`src/rtl/regfile_wb_arbiter.sv`:
```
// rtl/regfile_wb_arbiter.sv - two-requester writeback FIFOs with round-robin arbitration onto one RF write port
// Optional macro RFARB_R0_DISCARD_EN: granted entries targeting register 0 produce no rf_we pulse.
module regfile_wb_arbiter #(
  parameter int DEPTH = 2,
  parameter int AW    = 4,
  parameter int DW    = 16
) (
  input  logic                        clk,
  input  logic                        reset,
  input  logic                        a_valid,
  output logic                        a_ready,
  input  logic [AW-1:0]               a_reg,
  input  logic [DW-1:0]               a_data,
  input  logic                        b_valid,
  output logic                        b_ready,
  input  logic [AW-1:0]               b_reg,
  input  logic [DW-1:0]               b_data,
  output logic                        rf_we,
  output logic [AW-1:0]               rf_waddr,
  output logic [DW-1:0]               rf_wdata,
  output logic [$clog2(2*DEPTH):0]    pending,
  output logic [15:0]                 conflict_cnt
);

  localparam int PW  = (DEPTH > 1) ? $clog2(DEPTH) : 1;
  localparam int CW  = $clog2(DEPTH) + 1;
  localparam int PNW = $clog2(2*DEPTH) + 1;
  localparam int EW  = AW + DW;

  logic [EW-1:0] r_a_mem [DEPTH];
  logic [EW-1:0] r_b_mem [DEPTH];
  logic [PW-1:0] r_a_wptr, r_a_rptr, r_b_wptr, r_b_rptr;
  logic [CW-1:0] r_a_cnt, r_b_cnt;
  logic          r_last_b;

  logic          w_a_push, w_b_push, w_a_ne, w_b_ne;
  logic          w_grant_a, w_grant_b, w_grant, w_we_nxt;
  logic [EW-1:0] w_sel;
  logic [CW-1:0] w_a_cnt_nxt, w_b_cnt_nxt;

  // Ready looks only at occupancy, so a same-cycle pop never frees a full FIFO.
  assign a_ready  = (r_a_cnt != CW'(DEPTH));
  assign b_ready  = (r_b_cnt != CW'(DEPTH));
  assign w_a_push = a_valid && a_ready;
  assign w_b_push = b_valid && b_ready;
  assign w_a_ne   = (r_a_cnt != '0);
  assign w_b_ne   = (r_b_cnt != '0);

  assign w_grant_a = w_a_ne && (!w_b_ne || r_last_b);
  assign w_grant_b = w_b_ne && !w_grant_a;
  assign w_grant   = w_grant_a || w_grant_b;
  assign w_sel     = w_grant_a ? r_a_mem[r_a_rptr] : r_b_mem[r_b_rptr];

`ifdef RFARB_R0_DISCARD_EN
  assign w_we_nxt = w_grant && (w_sel[EW-1:DW] != '0);
`else
  assign w_we_nxt = w_grant;
`endif

  assign w_a_cnt_nxt = r_a_cnt + CW'(w_a_push) - CW'(w_grant_a);
  assign w_b_cnt_nxt = r_b_cnt + CW'(w_b_push) - CW'(w_grant_b);

  always_ff @(posedge clk) begin
    if (w_a_push) r_a_mem[r_a_wptr] <= {a_reg, a_data};
    if (w_b_push) r_b_mem[r_b_wptr] <= {b_reg, b_data};
  end

  always_ff @(posedge clk or posedge reset) begin
    if (reset) begin
      r_a_wptr     <= '0;
      r_a_rptr     <= '0;
      r_b_wptr     <= '0;
      r_b_rptr     <= '0;
      r_a_cnt      <= '0;
      r_b_cnt      <= '0;
      r_last_b     <= 1'b1;
      rf_we        <= 1'b0;
      rf_waddr     <= '0;
      rf_wdata     <= '0;
      pending      <= '0;
      conflict_cnt <= '0;
    end else begin
      if (w_a_push)  r_a_wptr <= r_a_wptr + PW'(1);
      if (w_b_push)  r_b_wptr <= r_b_wptr + PW'(1);
      if (w_grant_a) r_a_rptr <= r_a_rptr + PW'(1);
      if (w_grant_b) r_b_rptr <= r_b_rptr + PW'(1);
      r_a_cnt <= w_a_cnt_nxt;
      r_b_cnt <= w_b_cnt_nxt;
      if (w_grant) r_last_b <= w_grant_b;
      rf_we <= w_we_nxt;
      if (w_we_nxt) begin
        rf_waddr <= w_sel[EW-1:DW];
        rf_wdata <= w_sel[DW-1:0];
      end
      pending <= PNW'(w_a_cnt_nxt) + PNW'(w_b_cnt_nxt);
      if (w_a_ne && w_b_ne && conflict_cnt != 16'hFFFF)
        conflict_cnt <= conflict_cnt + 16'd1;
    end
  end

endmodule

```
`config.mk`:
```
export PLATFORM = sky130hd
export DESIGN_NAME = regfile_wb_arbiter
export DESIGN_NICKNAME = d
export VERILOG_FILES = /design/src/rtl/regfile_wb_arbiter.sv
export SDC_FILE = /design/constraint.sdc
export NUM_CORES = 1
export LEC_CHECK = 0
export CORE_ASPECT_RATIO = 1.4
export CORE_MARGIN = 1.5
export CORE_UTILIZATION = 52
export DETAILED_ROUTE_END_ITERATION = 6
export GPL_ROUTABILITY_DRIVEN = 1
export PLACE_DENSITY_LB_ADDON = 0.25
export SLEW_MARGIN = 20
export SYNTH_ARGS = -nofsm -noshare
export SYNTH_HDL_FRONTEND = slang
export SYNTH_SLANG_ARGS = --single-unit
```
`constraint.sdc`:
```
create_clock -name clk -period 3.78 [get_ports clk]
set_input_delay 0.567 -clock clk [delete_from_list [all_inputs] [get_ports clk]]
set_output_delay 0.567 -clock clk [all_outputs]
set_load 0.005 [all_outputs]
```
==> results.yml <==
job:
  drv_cap: 0
clocking:
  clockBufferDepth: 2
  cts_buffers: 17
  clock_latency_ps: 410
  cts_num_sinks: 129
  post-cts-setup-buffers: 0
  cts_tree: "built"
  cts-hold-fix-buffers: 0
  cts_htree_levels: 4
  cts_resized: 0
  cts_root_buffer: "clkbuf_16"
  clk_pin_slew_ps: 60
grt:
  grt_pass1_vias: 3193
  grt_max_degree: 50
  grt_usage_pct: 21.53
  antenna_found_initial: 0
  grt.overflow.total: 0
  grt_first_pass_wirelength_mm: 16.01
place:
  gp_congestion: 0.8217
  dp_hpwl_mm: 6.391
  portBuffers: 85
  dpl_cell_area_sq_um: 6002
floorplan:
  die_x_microns: 86.02
  initial_core_util_pct: 53.34
  ios: 86
  die_height_microns: 119.2
  design.core.area_sq_um: 9407
  die-area_sq_um: 10260
  rows: 42
critical_path:
  worstPathCellList: "o21bai_1, o21ai_2, o21ai_2, inv_1, ha_1, inv_1, ha_1, xnor2_1, xnor2_1, fa_1"
  critical_path_peak_fanout: 18
  max_stage_delay_ps: 480
  crit_family: "adder cells"
  start_kind: "register"
  reg2reg_from: "r_b_cnt[1]$_DFF_PP0_"
  regToRegSetupSlack_ps: 790
  worst-path-buf-inv: 2
  startpoint: "r_b_cnt[1]$_DFF_PP0_"
  critPathSlowestCell: "dfrtp_1"
  cp.arrival_ps: 3280
  cp.required_ps: 4070
  endpoint_kind: "register"
  reg2reg_depth: 10
  r2r-end: "pending[1]$_DFF_PP0_"
  crit_type: "reg -> reg"
synth:
  synthArstFlopShare_pct: 37.98
  yosys.cell_types.count: 39
  synth_top_flop_cell: "edfxtp_1"
  syn_avg_cell_area_sq_um: 15.88
  synth-edff-count: 80
  yosysWarningCount: 0
  synthTopCellsByArea: "edfxtp_1 (48%), dfrtp_1 (24%), mux2i_1 (8.0%)"
  synth_area_sq_um: 5017
  yosys.area.top_type_share_pct: 47.88
  netlist_instances: 316
  syn_nets: 366
  ys_seq_elements: 129
  seq_area_frac_synth_pct: 72.34
  yosys.area.top_type: "edfxtp_1"
worst_hold_path:
  hold_end: "r_last_b$_DFFE_PP1P_"
  min_path_type: "reg -> reg"
  min-delay-start: "r_last_b$_DFFE_PP1P_"
  hold_depth: 2
sta:
  timing.final.crit_period_ps: 2992
  setup_tns_ps: 0
  finalClockSkew_ps: 8.833
  worst_pin_slew_ps: 1009
  finalCritPeriodShare_pct: 79.15
  rsz0062_at_grt: "no"
  setup_viol: 0
  drv_slew: 0
  max-slew-margin-rel_pct: 32.76
  hold_viol: 0
  fmax_mhz: 334.2
routing:
  drcViolationCount: 0
  detail_route.wl_per_cell_microns: 18.29
  routed_wl_mm: 9.801
  drt_iter0_markers: 84
  route.vias.total: 2965
  vias_per_cell: 5.532
  dr.pass1.iters: 4
  drtAntennaViolNets: 0
finish:
  nNetsFinal: 463
  drive_above_1_share_pct: 13.15
  areaGrowthSynthToFinish_pct: 31.37
  n_antenna_cell: 0
  fin_area_sq_um: 6591
  fill_cells: 660
power_and_ir_drop:
  ir_drop_mv: 0.4888
  leakagePower_nw: 2.550
  p_per_area_nw_per_um2: 844.5
run_status:
  outcome: "finished clean"
==> per-layer routing <==
metal	vias up	routed length (microns)	share of wire (%)	GRT usage [%]
li1	1393	-	-	-
met1	1477	3702	38	22.74
met2	84	5549	57	39.17
met3	11	406	4.1	5.544
met4	0	142	1.4	10.18
met5	-	0	0	0
==> area by class of cell <==
cell class,instances,area [sq um],area share (%)
clock inverters,15,160.2,2.430
multi-input cells,169,1328,20.14
clock buffers,17,425.4,6.454
flip-flops and latches,129,3632,55.11
repair buffers,89,880.8,13.36
well taps,110,137.6,2.088
inverters,7,27.53,0.4176
==> through the flow <==
step / hold slack, ps / total power [mW] / setup WS [ps] / instances / util, %
5_1_grt: 510.1 / 5.888 / 559.8 / 536 / 70.07
6_report: 479.5 / 5.566 / 788.1 / 536 / 70.07
3_5_place_dp: 476.7 / 4.032 / 782.9 / 504 / 63.81
2_1_floorplan: 436.8 / 3.257 / 1026 / 316 / -
3_3_place_gp: 448.2 / 3.948 / 947.7 / 504 / 63.79
4_1_cts: 485.3 / 5.630 / 758.8 / 536 / 70.03
==> worst min-delay path: stages (launching register included) <==
cell     delay [ps]
dfstp_2         360
nand2_1          50
nand2_1          60
==> cells in the final DEF (no fill, tap or decap), types with 5 or more instances in the layout <==
cell type | synthesis | layout
o221ai_1 | 16 | 16
nand2_1 | 29 | 29
mux2i_1 | 40 | 40
nor2_1 | 7 | 5
dfrtp_1 | 48 | 46
clkdlybuf4s50_1 | 0 | 85
xor2_1 | 11 | 11
inv_1 | 7 | 6
clkbuf_16 | 0 | 17
nor4_1 | 5 | 5
ha_1 | 5 | 5
edfxtp_1 | 80 | 80
mux2_2 | 5 | 5
clkinvlp_4 | 0 | 5
xnor2_1 | 9 | 9
nand3_1 | 6 | 6
==> registers in the layout, indices dropped and copies added, names as in the netlist, 2 cells and up <==
register	flops
conflict_cnt	16
pending	3
r_a_cnt	2
r_a_mem	40
r_b_cnt	2
r_b_mem	40
rf_waddr	4
rf_wdata	16
==> report_power, final <==
part	switching (mW)	internal, mW
Clock	0.612	0.974
Sequential	0.363	1.99
Combinational	0.768	0.862
==> kinds of logic after synthesis <==
kind of cell             count (synthesis)  synth area share (%)
flip-flops                             129                 72.34
AND/OR/NAND/NOR                         68                 7.132
multiplexers                            45                 9.102
AO/OA/AOI/OAI                           30                 4.713
XOR/XNOR                                20                 3.491
buffers and inverters                   18                 1.571
adder cells (fa/ha/maj)                  6                 1.646
==> how the worst max path moves through the flow <==
stage / depth (start not counted) / end
final: 10 / pending[1]$_DFF_PP0_
after global routing: 10 / pending[1]$_DFF_PP0_
after CTS: 10 / pending[1]$_DFF_PP0_
after detailed placement: 10 / pending[1]$_DFF_PP0_
after global placement: 10 / pending[1]$_DFF_PP0_
after floorplan: 12 / pending[1]$_DFF_PP0_
==> synth_stat cells, drive strengths merged, types with 7 or more instances <==
library cell and count:
inv 7, xnor2 9, mux2i 40, buf 8, nor4 7, nor2 8
o221ai 16, dfrtp 48, edfxtp 80, nand2 29, xor2 11
Note: power is estimated with default switching activity, not from simulation.
